[src/rtl/fetch_unit.sv]
// fetch_unit: rv32i instruction fetch. Holds the PC, fetches one instruction at a
// time over a valid/ready read channel, hands it to decode and computes the next
// PC once the control unit resolves the instruction.
// Optional feature: define FU_MISALIGN_TRAP_EN to halt on a misaligned next PC
// (sticky o_fu_misaligned); otherwise targets are force-aligned and fetch continues.
module fetch_unit #(
   parameter logic [31:0] RESET_PC = 32'h0000_0000
) (
   input  logic        i_clk,
   input  logic        i_rst_n,
   // instruction memory read channel
   output logic        o_fu_im_arvalid,
   input  logic        i_fu_im_arready,
   output logic [31:0] o_fu_im_araddr,
   input  logic        i_fu_im_rvalid,
   output logic        o_fu_im_rready,
   input  logic [31:0] i_fu_im_rdata,
   // decode handoff
   output logic        o_fu_id_valid,
   input  logic        i_fu_id_ready,
   output logic [31:0] o_fu_id_inst,
   output logic [31:0] o_fu_id_pc,
   // PC resolution from the control unit
   input  logic        i_fu_pc_valid,
   input  logic [2:0]  i_fu_pc_op_data,
   input  logic [31:0] i_fu_pc_imm,
   input  logic [31:0] i_fu_pc_rs1,
   output logic [31:0] o_fu_pc_ret,
   output logic        o_fu_misaligned
);

   // PC operation encodings shared with the control unit
   localparam logic [2:0]  PcIncr   = 3'd0;
   localparam logic [2:0]  PcBranch = 3'd1;
   localparam logic [2:0]  PcJAL    = 3'd2;
   localparam logic [2:0]  PcJALR   = 3'd3;
   localparam logic [31:0] Nop      = 32'h0000_0013;

`ifdef FU_MISALIGN_TRAP_EN
   typedef enum logic [2:0] {StBoot, StReq, StWait, StIssue, StExec, StHalt} state_e;
`else
   typedef enum logic [2:0] {StBoot, StReq, StWait, StIssue, StExec} state_e;
`endif

   state_e      state_q, state_d;
   logic [31:0] pc_q, pc_d;
   logic [31:0] inst_q, inst_d;
   logic [31:0] pc_plus4;
   logic [31:0] jalr_sum;
   logic [31:0] target;
   logic [31:0] next_pc;
`ifdef FU_MISALIGN_TRAP_EN
   logic        misaligned_q, misaligned_d;
   logic        misalign_hit;
`endif

   // Next-PC selection; all arithmetic wraps modulo 2^32
   always_comb begin
      pc_plus4 = pc_q + 32'd4;
      jalr_sum = i_fu_pc_rs1 + i_fu_pc_imm;
      case (i_fu_pc_op_data)
         PcIncr:          target = pc_plus4;
         PcBranch, PcJAL: target = pc_q + i_fu_pc_imm;
         PcJALR:          target = jalr_sum & 32'hFFFF_FFFE;
         default:         target = pc_plus4;
      endcase
`ifdef FU_MISALIGN_TRAP_EN
      next_pc      = target;
      misalign_hit = |target[1:0];
`else
      // Without the trap, silently word-align so fetch never stalls on a bad target
      next_pc = target & 32'hFFFF_FFFC;
`endif
   end

   // FSM next-state, PC update and instruction capture
   always_comb begin
      state_d = state_q;
      pc_d    = pc_q;
      inst_d  = inst_q;
`ifdef FU_MISALIGN_TRAP_EN
      misaligned_d = misaligned_q;
`endif
      case (state_q)
         StBoot: state_d = StReq;
         StReq: begin
            if (i_fu_im_arready) state_d = StWait;
         end
         StWait: begin
            if (i_fu_im_rvalid) begin
               inst_d  = i_fu_im_rdata;
               state_d = StIssue;
            end
         end
         StIssue: begin
            if (i_fu_id_ready) state_d = StExec;
         end
         StExec: begin
            if (i_fu_pc_valid) begin
`ifdef FU_MISALIGN_TRAP_EN
               if (misalign_hit) begin
                  // pc keeps the faulting instruction's address for debug
                  misaligned_d = 1'b1;
                  state_d      = StHalt;
               end else begin
                  pc_d    = next_pc;
                  state_d = StReq;
               end
`else
               pc_d    = next_pc;
               state_d = StReq;
`endif
            end
         end
`ifdef FU_MISALIGN_TRAP_EN
         StHalt: state_d = StHalt;
`endif
         default: state_d = StBoot;
      endcase
   end

   // State registers with asynchronous active-low reset
   always_ff @(posedge i_clk or negedge i_rst_n) begin
      if (!i_rst_n) begin
         state_q <= StBoot;
         pc_q    <= RESET_PC;
         inst_q  <= Nop;
`ifdef FU_MISALIGN_TRAP_EN
         misaligned_q <= 1'b0;
`endif
      end else begin
         state_q <= state_d;
         pc_q    <= pc_d;
         inst_q  <= inst_d;
`ifdef FU_MISALIGN_TRAP_EN
         misaligned_q <= misaligned_d;
`endif
      end
   end

   // Handshake outputs decode registered state only: no input-to-output paths
   assign o_fu_im_arvalid = (state_q == StReq);
   assign o_fu_im_rready  = (state_q == StWait);
   assign o_fu_id_valid   = (state_q == StIssue);
   assign o_fu_im_araddr  = pc_q;
   assign o_fu_id_inst    = inst_q;
   assign o_fu_id_pc      = pc_q;
   assign o_fu_pc_ret     = pc_plus4;
`ifdef FU_MISALIGN_TRAP_EN
   assign o_fu_misaligned = misaligned_q;
`else
   assign o_fu_misaligned = 1'b0;
`endif

endmodule

[config.mk]
export PLATFORM = sky130hd
export DESIGN_NAME = fetch_unit
export DESIGN_NICKNAME = d
export VERILOG_FILES = /design/src/rtl/fetch_unit.sv
export SDC_FILE = /design/constraint.sdc
export NUM_CORES = 1
export LEC_CHECK = 0
export CORE_MARGIN = 5
export CORE_UTILIZATION = 33
export DETAILED_ROUTE_END_ITERATION = 8
export PLACE_DENSITY_LB_ADDON = 0.2
export SYNTH_ARGS = -nofsm -noshare
export SYNTH_HDL_FRONTEND = slang
export SYNTH_SLANG_ARGS = --single-unit
[constraint.sdc]
create_clock -name i_clk -period 3.4 [get_ports i_clk]
set_clock_uncertainty 0.05 [all_clocks]
set_input_delay 0.68 -clock i_clk [delete_from_list [all_inputs] [get_ports i_clk]]
set_output_delay 0.68 -clock i_clk [all_outputs]
set_load 0.005 [all_outputs]
==> metrics.yaml <==
worst_setup_path:
  ff2ff_path_depth: 11
  reg2reg_from: "o_fu_id_pc[2]$_DFFE_PN0P_"
  cp_data_arrival_time_ns: 2.66
  worst-endpoint-required_ns: 2.67
  critical_path.reg2reg.endpoint: "o_fu_id_pc[30]$_DFFE_PN0P_"
  critical_path_launch_point: "o_fu_id_pc[16]$_DFFE_PN0P_"
  setup.worst_path.end_class: "output port"
  ff2ff_setup_slack_ns: 0.42
  critical_path.endpoint: "o_fu_pc_ret[26]"
  path_class: "reg2out"
  worst_setup_path_start_kind: "register"
  worst-path-max-fanout: 4
clock_tree:
  clk-insertion-delay-late_ns: 0.34
  cts.root.buffer_cell: "clkbuf_16"
  cts.sink_count: 65
  clk_path_buf_depth: 2
  cts_tree: "built"
  cts_buffers: 9
  worst_setup_hold_path_clk_slew_ns: 0.06
  htree_levels: 3
sta:
  drv_slew: 0
  final_hold_viol_count: 0
  final_min_period_over_clock_period_pct: 99.7
  tightest_slew_ns: 0.911
  setup_viol_count_final: 0
  fin_hold_ws_ns: 0.453
  final_period_minus_worst_setup_slack_ns: 3.39
  timing.final.ws_setup_ns: 0.0105
  clock.fmax_mhz: 295
  max_slew_headroom_at_the_worst_pin_pct: 39.3
  fin_setup_tns_ns: 0
detailed_routing:
  routed-via-count: 7651
  route.detailed.wl_per_inst_um: 18.8
  viasPerCell: 5.40
  route.antenna.remaining_nets: 0
  detail_route.wirelength_um: 26600
  dr.first_iter.drc_count: 602
  post-route-drc-count: 0
  first_pass_iters: 6
global_routing:
  grt_use_total_pct: 21.6
  grt_max_degree: 66
  grt_pass1_wl_um: 41400
  number_of_global_route_vias_before_repair: 7594
  antenna_violations_before_repair: 0
  congestion_overflow_gr: 0
logic_synthesis:
  synth-warning-count: 0
  library_cell_with_the_largest_summed_area_after_synthesis: "dfrtp_1"
  synth_enable_flop_cells: 0
  top_area_cell_type_share_of_the_netlist_area_pct: 22.4
  synthesis.area_um2: 6920
  seq_area_frac_synth_pct: 23.6
  synthesis.area_per_instance_um2: 8.36
  synthesis.instances: 827
  postSynth.topFlopCell: "dfrtp_1"
  synth.area.top_cells: "dfrtp_1 (22%), ha_1 (11%), xnor2_1 (5.8%)"
  synth_cell_types: 78
  async_reset_ff_share_pct: 100
  synth.ff_latch_count: 65
floorplanning:
  floorplan.io_pins: 237
  initial_core_util_pct: 33.2
  die_y_um: 155
  die_area_um2: 24000
  fp.coreArea_um2: 20800
  floorplan.rows: 53
  die_boundary_width_um: 155
cells_and_area:
  n_antenna_cell: 0
  regArea_um2: 1630
  synthToLayoutAreaGrowth_pct: 53.5
  multi_input_comb_area_um2: 4920
  drive_gt1_share_pct: 20.8
  final_util_pct: 51.0
  design_area_um2: 10600
  num-nets-final: 1303
  num-fill-cells: 2061
power_and_ir_drop:
  swShare_pct: 38.2
  intPower_uw: 4540
  vdd.ir_drop.worst_v: 0.000361
  clock_power_share_pct: 13.8
  p_leak_uw: 0.00452
  power_density_relative_to_cell_area_nw_per_um2: 692
  total_switching_power_uw: 2810
  power_frac_comb_pct: 66.7
  seq_power_share_pct: 19.4
place:
  hpwl_after_dpl_um: 21000
  buffer_ports.inserted: 229
  worst_setup_timing_slack_at_the_placement_stage_ns: -0.297
  placed_cell_area_um2: 10100
  gp_congestion: 0.942
flow_run:
  drv_cap: 0
hold_path:
  hp-class: "reg2reg"
  hold_start: "o_fu_id_inst[9]$_DFFE_PN0P_"
run_status:
  status: "completed"
flip-flops by register name, indices dropped and copies added, names as in the netlist:
register      flops
o_fu_id_inst     32
state_q           3
o_fu_id_pc       30
cells in the final DEF, fill, tap and decap left out, types with 8 or more instances in the layout:
| cell | netlist | routed |
|---|---|---|
| a21oi_1 | 70 | 70 |
| dfrtp_1 | 62 | 60 |
| xor2_1 | 23 | 23 |
| nor2_1 | 51 | 50 |
| a222oi_1 | 8 | 8 |
| clkbuf_16 | 0 | 9 |
| and3_1 | 14 | 14 |
| buf_4 | 37 | 136 |
| xnor2_1 | 46 | 44 |
| nand4_1 | 18 | 18 |
| inv_1 | 16 | 16 |
| mux2_2 | 33 | 33 |
| nand3_1 | 32 | 30 |
| a211oi_1 | 10 | 8 |
| nand2_1 | 67 | 67 |
| nor3_1 | 19 | 16 |
| a221oi_1 | 10 | 9 |
| a21o_1 | 21 | 21 |
| and2_1 | 9 | 8 |
| ha_1 | 60 | 58 |
| clkdlybuf4s50_1 | 0 | 226 |
| o21ai_0 | 49 | 47 |
routing by layer:
layer  vias up  part of all wire, %  track usage, %
met3        56                  7.3            3.81
met4         0                  3.3            7.74
li1       3688                    -               -
met2       347                   45            34.2
met5         -                    0               0
met1      3560                   45            29.7
kinds of logic (layout without fill, tap and decap cells):
group / count (synthesis) / after routing / synth area share [%]
fa+ha+maj: 61 / 61 / 11.1
flops: 65 / 65 / 23.6
xor+xnor: 69 / 69 / 8.74
other cells: 1 / 7 / 0.0542
compound gates: 255 / 255 / 25.7
simple gates: 250 / 250 / 17.9
buf+inv: 89 / 398 / 6.96
mux: 37 / 37 / 5.95
worst max-delay path, cell delays in order, from the launching register on:
cell and delay (ns):
dfrtp_1 0.38, and4_4 0.25, nand4_1 0.19, buf_4 0.21
nor4_4 0.35, buf_4 0.19, xnor2_1 0.18, clkdlybuf4s50_1 0.56
metrics by stage:
stage	power, uW	instances
2_1_floorplan	3860	833
3_3_place_gp	6250	1397
3_5_place_dp	6260	1397
4_1_cts	7350	1415
5_1_grt	7890	1417
6_report	7340	1417
cell type report:
class / instances / share of cell area [%]
sequential: 65 / 15.4
timing repair buffer: 366 / 31.4
multi-input combinational: 679 / 46.4
clock buffer: 10 / 2.16
inverter: 16 / 0.566
tap: 275 / 3.24
clock inverter: 6 / 0.872
worst min path at each step:
stage / slack, ns / to / cells after the start
detailed placement: 0.44 / o_fu_id_inst[26]$_DFFE_PN0P_ / 1
finish: 0.45 / o_fu_id_inst[9]$_DFFE_PN0P_ / 1
floorplan: 0.33 / o_fu_id_inst[10]$_DFFE_PN0P_ / 0
CTS: 0.46 / o_fu_id_inst[26]$_DFFE_PN0P_ / 1
global placement: 0.44 / o_fu_id_inst[2]$_DFFE_PN0P_ / 1
global route: 0.47 / o_fu_id_inst[20]$_DFFE_PN0P_ / 1
what timing repair did:
item | 4_1_cts | 5_1_grt
endpoints found under the setup margin | 11 | 22
gates resized for setup | 8 | 20
hold buffers | 0 | 0
pin swaps | 3 | 8
setup buffers | 2 | 2
Yosys cell counts, types with 16 or more instances:
library cell / number
a21oi_1: 70
nand4_1: 18
nor2_1: 51
ha_1: 60
nor3_1: 19
nand2_1: 67
inv_1: 16
mux2_2: 33
xor2_1: 23
buf_4: 37
clkbuf_1: 26
xnor2_1: 46
dfrtp_1: 62
a21o_1: 21
nand3_1: 32
o21ai_0: 49
power groups by stage:
stage | Clock, uW | Combinational, uW | Sequential (uW)
after global placement | 0 | 4830 | 1420
after detailed placement | 0 | 4830 | 1440
after global routing | 1060 | 5340 | 1490
after CTS | 1040 | 4890 | 1430
after floorplan | 0 | 2330 | 1530
final | 1020 | 4900 | 1430
(Power assumes the default switching activity.)
